**config.mk**
```make
export PLATFORM = sky130hd
export DESIGN_NAME = mem_arbiter
export DESIGN_NICKNAME = d
export VERILOG_FILES = /design/src/rtl/mem_arbiter.sv
export SDC_FILE = /design/constraint.sdc
export NUM_CORES = 1
export LEC_CHECK = 0
export CORE_MARGIN = 2
export CORE_UTILIZATION = 37
export DETAILED_ROUTE_END_ITERATION = 6
export PLACE_DENSITY = 0.77
export SLEW_MARGIN = 30
export SYNTH_ARGS = -nofsm -noshare
export SYNTH_HDL_FRONTEND = slang
export SYNTH_SLANG_ARGS = --single-unit
```
**constraint.sdc**
```tcl
create_clock -name clk -period 1.5 [get_ports clk]
set_input_delay 0.3 -clock clk [delete_from_list [all_inputs] [get_ports clk]]
set_output_delay 0.3 -clock clk [all_outputs]
set_load 0.05 [all_outputs]
```
**src/rtl/mem_arbiter.sv**
```systemverilog
// ============================================================================
//  Module      : mem_arbiter
//  Description : Round-robin arbiter sharing one memory port between IFU and LSU.
//  Revision    : 1.0 - initial release
// ============================================================================
`default_nettype none

module mem_arbiter #(
    parameter int DATA_LEN = 32
) (
    input  logic                  clk,
    input  logic                  rst_n,
    input  logic                  ifu_req_valid,
    output logic                  ifu_req_ready,
    input  logic [DATA_LEN-1:0]   ifu_addr,
    input  logic                  ifu_flush,
    output logic                  ifu_resp_valid,
    output logic [DATA_LEN-1:0]   ifu_rdata,
    input  logic                  lsu_req_valid,
    output logic                  lsu_req_ready,
    input  logic                  lsu_wen,
    input  logic [DATA_LEN-1:0]   lsu_addr,
    input  logic [DATA_LEN-1:0]   lsu_wdata,
    input  logic [DATA_LEN/8-1:0] lsu_wmask,
    output logic                  lsu_resp_valid,
    output logic [DATA_LEN-1:0]   lsu_rdata,
    output logic                  mem_req_valid,
    input  logic                  mem_req_ready,
    output logic                  mem_wen,
    output logic [DATA_LEN-1:0]   mem_addr,
    output logic [DATA_LEN-1:0]   mem_wdata,
    output logic [DATA_LEN/8-1:0] mem_wmask,
    input  logic                  mem_resp_valid,
    input  logic [DATA_LEN-1:0]   mem_rdata
);

    typedef enum logic [1:0] {
        S_IDLE = 2'b00,
        S_REQ  = 2'b01,
        S_WAIT = 2'b10
    } state_t;

    state_t r_state;
    logic   r_owner_lsu;
    logic   r_last_lsu;
    logic   r_drop;

    logic   w_grant_ifu;
    logic   w_grant_lsu;
    logic   w_flush_hit;

    // On a tie, the requester that was not granted last wins.
    always_comb begin
        w_grant_lsu = lsu_req_valid && (!ifu_req_valid || !r_last_lsu);
        w_grant_ifu = ifu_req_valid && !w_grant_lsu;
        w_flush_hit = ifu_flush && !r_owner_lsu && (r_state != S_IDLE);
    end

    // Readies are forced low while reset is held so every output reads 0.
    assign ifu_req_ready = rst_n && (r_state == S_IDLE) && w_grant_ifu;
    assign lsu_req_ready = rst_n && (r_state == S_IDLE) && w_grant_lsu;

    always_ff @(posedge clk or negedge rst_n) begin
        if (!rst_n) begin
            r_state        <= S_IDLE;
            r_owner_lsu    <= 1'b0;
            r_last_lsu     <= 1'b0;
            r_drop         <= 1'b0;
            ifu_resp_valid <= 1'b0;
            ifu_rdata      <= '0;
            lsu_resp_valid <= 1'b0;
            lsu_rdata      <= '0;
            mem_req_valid  <= 1'b0;
            mem_wen        <= 1'b0;
            mem_addr       <= '0;
            mem_wdata      <= '0;
            mem_wmask      <= '0;
        end else begin
            ifu_resp_valid <= 1'b0;
            lsu_resp_valid <= 1'b0;
            case (r_state)
                S_IDLE: begin
                    if (w_grant_ifu) begin
                        r_owner_lsu   <= 1'b0;
                        r_last_lsu    <= 1'b0;
                        r_drop        <= 1'b0;
                        mem_req_valid <= 1'b1;
                        mem_wen       <= 1'b0;
                        mem_addr      <= ifu_addr;
                        mem_wdata     <= '0;
                        mem_wmask     <= '0;
                        r_state       <= S_REQ;
                    end else if (w_grant_lsu) begin
                        r_owner_lsu   <= 1'b1;
                        r_last_lsu    <= 1'b1;
                        r_drop        <= 1'b0;
                        mem_req_valid <= 1'b1;
                        mem_wen       <= lsu_wen;
                        mem_addr      <= lsu_addr;
                        mem_wdata     <= lsu_wdata;
                        mem_wmask     <= lsu_wmask;
                        r_state       <= S_REQ;
                    end
                end
                S_REQ: begin
                    if (w_flush_hit) begin
                        r_drop <= 1'b1;
                    end
                    if (mem_req_ready) begin
                        mem_req_valid <= 1'b0;
                        r_state       <= S_WAIT;
                    end
                end
                S_WAIT: begin
                    if (w_flush_hit) begin
                        r_drop <= 1'b1;
                    end
                    if (mem_resp_valid) begin
                        if (!r_owner_lsu) begin
                            ifu_rdata      <= mem_rdata;
                            // A flush arriving with the response still suppresses it.
                            ifu_resp_valid <= !(r_drop || w_flush_hit);
                        end else begin
                            if (!mem_wen) begin
                                lsu_rdata <= mem_rdata;
                            end
                            lsu_resp_valid <= 1'b1;
                        end
                        r_state <= S_IDLE;
                    end
                end
                default: begin
                    r_state       <= S_IDLE;
                    mem_req_valid <= 1'b0;
                end
            endcase
        end
    end

endmodule

`default_nettype wire
```
# Yosys cells after proc, flatten, opt, wreduce, memory -nomap -nowiden
# Cells that the tools add are included.
# word_totals
reg_bits	140
out_inout_bits	138
word_cells	73
# classes
eq_ne	6
muxes	28
bitwise_logic	3
reduce_logical	24
# ops
cell	count
$mux W32	4
$mux W1	15
$reduce_and A3 Y1	4
$mux W2	4
$mux W4	2
$logic_and A1 B1 Y1	7
$pmux W2 S3	1
$reduce_bool A2 Y1	3
$logic_not A1 Y1	4
$ne A2 B2 Y1 const B	2
$reduce_and A4 Y1	1
$ne A3 B3 Y1 const B	1
$not A1 Y1	3
$pmux W1 S3	1
$eq A2 B1 Y1 const B	1
$eq A2 B2 Y1 const B	1
$logic_not A2 Y1	1
$logic_or A1 B1 Y1	2
$ne A2 B1 Y1 const B	1
$pmux W1 S2	1
$reduce_and A2 Y1	1
$reduce_or A2 Y1	1

# Longest topological paths before layout
# Gate-level depths: netlist of run 1.
# depth
ltp_word	8
ltp_mapped	7
ltp_nobuf	5

# Worst setup path after synthesis of run 1
# Ideal clock, no wire load.
# synth_path
path_type	register to output
from	reg r_state[0]
to	out ifu_req_ready
arrival_time_ps	1904
t_required_ps	1200
path_slack_ps	-704
stages_incl_launch_ff	6
path_buffers	1
cell_sequence	dfrtp_1 inv_1 ha_1 clkbuf_2 nand2_1 nor3_1
# synth_via
elab_chain_cells	3
# synth_rtl
element	line_no	text
from (decl)	43	state_t r_state;
from (signal assigned)	65	r_state <= S_IDLE;
from (signal assigned)	92	r_state <= S_REQ;
from (signal assigned)	102	r_state <= S_REQ;
$logic_not A2 Y1	60	assign ifu_req_ready = rst_n && (r_state == S_IDLE) && w_grant_ifu;
$logic_and A1 B1 Y1 (2 in a row)	60	
to (decl)	14	output logic ifu_req_ready,
# No other way between the ends.

# Final worst setup path of run 1
# Same ends and word-level chain as after synthesis.

==> out/results.txt, run 1 <==
CP Depth -> 6
Root buf cell -> clkbuf_16
GRT Total Usage -> 24.47%
Commonest non-fill, non-tap cell in the layout -> buf_12
Power share of the clock group -> 13.2%
Vias in the first global route -> 5343
Crit path capture -> ifu_req_ready
Distinct cells, synth -> 28
Fin. max-slew vios -> 0
DIE WIDTH -> 128.5 um
GR Util met3 -> 7.609%
Crit start category -> flop
FP Rows -> 45
Fin. Hold Viols -> 0
Relative slew slack -> 46.24%
First-pass GRT wire length -> 30610 um
CTS clock-pin slew for the worst setup and hold paths -> 0.06 ns
PortBufs -> 277
Drt drc -> 0
Area Overhead vs Synth -> 107.9%
Crit Path Category -> flop to output port
Top delay family on crit path -> flip-flops
Post-synth top area share -> 61.12%
Initial core utilization -> 37.84%
Syn_area_per_cell -> 13.09 um^2
Via count -> 5089
Worst R2R Setup Slack -> -0.29 ns
Data required, critical path -> 1.20 ns
Post-synth top area cell -> dfrtp_1
Crit path cell chain -> inv_2 -> buf_6 -> ha_4 -> nand2_4 -> nor3_4 -> buf_12
GRT busiest layer -> met2
Reg area -> 3505 um^2
Synth top area cells -> dfrtp_1 61%, mux2_4 7.9%, mux2_2 7.1%, a22o_1 5.7%, a31oi_1 3.5%
Unrepaired setup endpoints after global routing -> yes
HP Class -> primary input to asynchronous set/reset pin
Setup TNS -> -26.47 ns
Antenna violations before repair -> 1
Most frequent cells in the layout -> 150 x buf_12, 139 x dfrtp_1, 138 x clkdlybuf4s50_1, 66 x mux2_4, 37 x a22o_1
Skew-Pair Late Insertion Delay -> 0.42 ns
Failing checks -> setup timing
Final Cycle Share -> 121.3%
GRT overflow -> 0
Syn nets -> 583
Min cycle time layout -> 1.820 ns
CP max stage cell -> dfrtp_1
Max clock buf depth -> 2
Core Footprint -> 15150 um^2
Largest net degree at the start of global routing -> 80
Setup slack at placement -> -0.3196 ns
Vias per cell -> 5.329
Met1 usage -> 28.35%
# IOs -> 278
Crit path max fanout -> 4
Die area -> 16500 um^2
Type of destination of the critical path -> output port
NetSw -> 14.24 mW
TritonRoute pass-1 iters -> 6
Pwr Density -> 2799 nW/um^2
Share of post-route cells with drive strength above 1 -> 47.65%
CTS tree -> built
CTS H-tree lvls -> 4
Final Skew -> 0.008248 ns
GPL Wtd Cong -> 0.8040
Crit path largest cell delay -> 0.38 ns
Initial DRC Count -> 287
VDD IR-drop max -> 1.608 mV
Synth Instances -> 438
CTS Buf Count -> 17
Fmax achieved -> 0.5496 GHz
Drt wl/cell -> 22.71 um
Register share of total power -> 24.0%
Fillers -> 834
Critical R2R Launch -> r_state[0]
Die H -> 128.5 um
Worst Slack Setup Final -> -0.3197 ns
Leakage -> 5.334 nW
Detailed placement HPWL -> 13430 um
GR Util met2 -> 42.37%
Worst reg2reg path depth -> 9
Crit. Startpoint -> r_state[0]
Arrival @ worst endpoint -> 1.52 ns
Comb power frac -> 62.8%
Fin Hold WS -> 0.08031 ns
Yosys Warn Count -> 0
Max cap viols -> 0
Cell Area, Synth -> 5732 um^2
Tightest Pin Transition -> 0.8063 ns
Internal Power -> 19.13 mW
Multi-input logic area -> 2597 um^2
WP buf/inv -> 3
Number of synthesized register bits -> 140
# clock sinks -> 140
Final setup violation count -> 140
RR Endpoint -> lsu_rdata[14]
Sw Share -> 42.68%
DRT antenna net count -> 0
Total power -> 33.36 mW
# nets final -> 899
Status -> finished, violations left
Seq/Total Area, Yosys -> 61.12%
Total wire length -> 21690 um
cell type report:
| class | count | area share [%] |
|---|---|---|
| inverter | 4 | 0.1260 |
| tap | 188 | 1.974 |
| antenna | 1 | 0.02100 |
| sequential | 140 | 29.40 |
| clock buffer | 21 | 4.031 |
| timing repair buffer | 332 | 41.49 |
| clock inverter | 10 | 1.165 |
| multi-input combinational | 259 | 21.79 |
cells by family (layout without fill, tap and decap cells):
family	count (synthesis)	count (layout)	synth area share [%]
AND/OR/NAND/NOR	48	48	3.733
adder cells (fa/ha/maj)	5	5	1.091
multiplexers	66	66	14.93
AO/OA/AOI/OAI	140	140	15.78
other	0	1	0
buffers and inverters	39	367	3.340
flip-flops	140	140	61.12
metrics by stage:
| stage | cells | instance area [um^2] | util, % |
|---|---|---|---|
| after floorplan | 438 | 5818 | - |
| after global placement | 891 | 10270 | 67.82 |
| after detailed placement | 891 | 10270 | 67.82 |
| after CTS | 942 | 11370 | 75.07 |
| after global routing | 954 | 11920 | 78.68 |
| final | 955 | 11920 | 78.69 |
power by group through the flow:
stage | Sequential [mW] | Combinational, mW | Clock (mW)
2_1_floorplan | 12.8 | 3.39 | 0
3_3_place_gp | 7.62 | 18.4 | 0
3_5_place_dp | 7.75 | 18.7 | 0
4_1_cts | 7.79 | 19.7 | 4.46
5_1_grt | 8.21 | 21.6 | 4.64
6_report | 8.01 | 20.9 | 4.41
timing repair:
item / CTS / global route
gates cloned: 7 / 10
hold buffers: 1 / 0
setup buffers: 12 / 10
endpoints found under the hold margin: 79 / 0
setup endpoints to repair: 39 / 141
gates resized for setup: 53 / 111
pin swaps: 6 / 3
registers in the layout, summed over array words and instances, names as in the netlist:
register	count
mem_wdata	32
mem_wmask	4
r_drop	1
mem_addr	32
mem_wen	1
lsu_rdata	32
r_last_lsu	1
r_state	2
ifu_resp_valid	1
mem_req_valid	1
ifu_rdata	32
lsu_resp_valid	1
Yosys cell counts:
| library cell | number |
|---|---|
| and4_1 | 1 |
| buf_2 | 8 |
| mux2_4 | 30 |
| nand3b_1 | 2 |
| and2b_1 | 1 |
| o31ai_1 | 2 |
| nor2b_1 | 2 |
| a21oi_1 | 32 |
| a22o_1 | 37 |
| and3_1 | 2 |
| o21ai_4 | 1 |
| nand2b_1 | 2 |
| nand2_1 | 3 |
| a21o_1 | 1 |
| buf_4 | 1 |
| ha_1 | 5 |
| a221oi_1 | 1 |
| buf_6 | 4 |
| nor2_1 | 33 |
| nor3_1 | 2 |
| dfrtp_1 | 140 |
| o21ai_0 | 33 |
| a31oi_1 | 32 |
| mux2_2 | 36 |
| clkbuf_2 | 1 |
| inv_1 | 4 |
| clkbuf_1 | 21 |
| o21a_1 | 1 |
routing by layer:
layer / routed length, um / up-vias
li1: - / 2233
met1: 8219 / 2571
met2: 11370 / 247
met3: 1615 / 38
met4: 489 / 0
met5: 0 / -
how the worst min path moves through the flow:
| stage | depth (start not counted) | start | endpoint |
|---|---|---|---|
| floorplan | 0 | rst_n | ifu_rdata[0] |
| global placement | 2 | rst_n | mem_addr[22] |
| detailed placement | 2 | rst_n | mem_addr[26] |
| CTS | 2 | rst_n | mem_addr[30] |
| global route | 2 | rst_n | mem_addr[11] |
| finish | 2 | rst_n | mem_addr[16] |
Note: power is estimated with default switching activity, not from simulation.
==> inputs of run 2 (changes only) <==
- SKIP_CTS_REPAIR_TIMING: unset -> 1
==> out/results.txt, run 2 (same netlist as run 1, synthesis figures left out) <==
Fin Hold WS -> 0.07053 ns (-0.009788 ns)
Drt wl/cell -> 21.76 um (-4.2%)
# nets final -> 892 (-0.78%)
Setup slack at placement -> -0.3196 ns (unchanged)
HP Class -> primary input to asynchronous set/reset pin
Largest net degree at the start of global routing -> 80 (unchanged)
Fin. Hold Viols -> 0 (unchanged)
Crit path max fanout -> 8 (+4)
Commonest non-fill, non-tap cell in the layout -> buf_12
DRT antenna net count -> 0 (unchanged)
Register share of total power -> 24.1% (about the same)
Via count -> 5043 (-0.90%)
Crit. Startpoint -> r_state[0]
FP Rows -> 45 (unchanged)
Crit Path Category -> flop to output port
Layout Cells excl Fill -> 948 (-0.73%)
Leakage -> 5.121 nW (-4.0%)
Core Util, Final -> 76.41% (-2.3 points)
VDD IR-drop max -> 1.584 mV (-1.5%)
CTS H-tree lvls -> 4 (unchanged)
Crit start category -> flop
Antenna violations before repair -> 1 (unchanged)
Final setup violation count -> 138 (-1.4%)
Cells after DPL -> 891 (unchanged)
Final Skew -> 0.006697 ns (-0.001551 ns)
Final Cycle Share -> 125.3% (+4.0 points)
Total wire length -> 20630 um (-4.9%)
Total power -> 32.14 mW (-3.7%)
TritonRoute pass-1 iters -> 5 (-1)
Internal Power -> 18.48 mW (-3.4%)
RR Endpoint -> lsu_rdata[8]
Root buf cell -> clkbuf_16
Crit path capture -> ifu_req_ready
Initial core utilization -> 37.84% (unchanged)
Worst R2R Setup Slack -> -0.20 ns (+0.09 ns)
Fin. max-slew vios -> 0 (unchanged)
CTS clock-pin slew for the worst setup and hold paths -> 0.06 ns (about the same)
Core Footprint -> 15150 um^2 (unchanged)
Critical R2R Launch -> r_state[0]
Vias per cell -> 5.320 (-0.17%)
Routed metal-1 wire length -> 7891 um (-4.0%)
GPL Wtd Cong -> 0.8040 (unchanged)
Power share of the clock group -> 13.7% (+0.5 points)
Status -> finished, violations left
CTS tree -> built
Vias in the first global route -> 5012 (-6.2%)
Drt drc -> 0 (unchanged)
Max cap viols -> 0 (unchanged)
# IOs -> 278 (unchanged)
Area Overhead vs Synth -> 101.9%
Comb power frac -> 62.2% (-0.6 points)
Tightest Pin Transition -> 0.7965 ns (-0.009801 ns)
# clock sinks -> 140 (unchanged)
Fmax achieved -> 0.5322 GHz (-3.2%)
Most frequent cells in the layout -> 146 x buf_12, 140 x dfrtp_1, 138 x clkdlybuf4s50_1, 38 x mux2_4, 37 x a22o_1
Die H -> 128.5 um (unchanged)
Sw Share -> 42.49% (-0.19 points)
NetSw -> 13.65 mW (-4.1%)
First-pass GRT wire length -> 28340 um (-7.4%)
GRT overflow -> 0 (unchanged)
Detailed placement HPWL -> 13430 um (unchanged)
Met2 wire length -> 10570 um (-7.1%)
Min cycle time layout -> 1.879 ns (+0.05950 ns)
Pwr Density -> 2777 nW/um^2 (-0.80%)
Arrival @ worst endpoint -> 1.58 ns (+0.06 ns)
Skew-Pair Late Insertion Delay -> 0.42 ns (about the same)
Unrepaired setup endpoints after global routing -> yes
Die area -> 16500 um^2 (unchanged)
Failing checks -> setup timing
Met3 routed WL -> 1643 um (+1.7%)
Relative slew slack -> 46.90% (+0.65 points)
Worst Slack Setup Final -> -0.3792 ns (-0.05950 ns)
Worst reg2reg path depth -> 7 (-2)
Max clock buf depth -> 2 (unchanged)
PortBufs -> 277 (unchanged)
Type of destination of the critical path -> output port
Initial DRC Count -> 292 (+1.7%)
Data required, critical path -> 1.20 ns (about the same)
GRT Total Usage -> 22.44% (-2.0 points)
Share of post-route cells with drive strength above 1 -> 42.42% (-5.2 points)
CTS Buf Count -> 17 (unchanged)
DIE WIDTH -> 128.5 um (unchanged)
Highest metal used -> met4
[run 2: cell count changes in the layout (fill, tap and decap cells not counted), moves of 17 or more]
cell / delta
nor2_4: -26
a31oi_1: -17
mux2_4: -28
a21oi_1: +17
nor2_1: +31
mux2_2: +28
a21oi_2: -17
[run 2: how the worst min path moves through the flow]
| stage | end | slack (ns) | cells after the start |
|---|---|---|---|
| floorplan | ifu_rdata[0] | 0.004 | 0 |
| global placement | mem_addr[22] | 0.38 | 2 |
| detailed placement | mem_addr[26] | 0.39 | 2 |
| CTS | r_last_lsu | -0.06 | 2 |
| global route | mem_addr[16] | 0.17 | 2 |
| finish | mem_addr[0] | 0.07 | 2 |
[run 2: stage by stage]
step / setup TNS [ns] / instance area (um^2)
after CTS: -3.338 / 10890
after floorplan: -2.303 / 5818
after detailed placement: -29.38 / 10270
after global routing: -21.81 / 11570
final: -14.60 / 11570
after global placement: -24.02 / 10270
[run 2: worst max-delay path, stage by stage (launching register included)]
cell and delay, ns:
dfrtp_1 0.38, inv_2 0.08, buf_6 0.10, ha_4 0.19, nand2_4 0.07, nor3_4 0.17
buf_12 0.17
[run 2: area by class of cell]
cell class              count  area, um^2
diodes                      1       2.502
clock buffers              21       480.5
clock inverters            10       138.9
fillers                   877        3573
inverters                   4       15.01
multi-input cells         260        2397
flip-flops and latches    140        3503
well taps                 188       235.2
repair buffers            324        4800
[run 2: power groups by stage]
stage | registers (mW) | logic (mW) | clock network [mW]
2_1_floorplan | 12.8 | 3.39 | 0
3_3_place_gp | 7.62 | 18.4 | 0
3_5_place_dp | 7.75 | 18.7 | 0
4_1_cts | 7.73 | 18.7 | 4.46
5_1_grt | 7.95 | 20.7 | 4.63
6_report | 7.76 | 20.0 | 4.40
[run 2: layer usage]
metal / up-vias / track usage [%]
met2: 229 / 37.64
li1: 2229 / -
met5: - / 0
met1: 2551 / 26.64
met3: 34 / 7.277
met4: 0 / 9.502
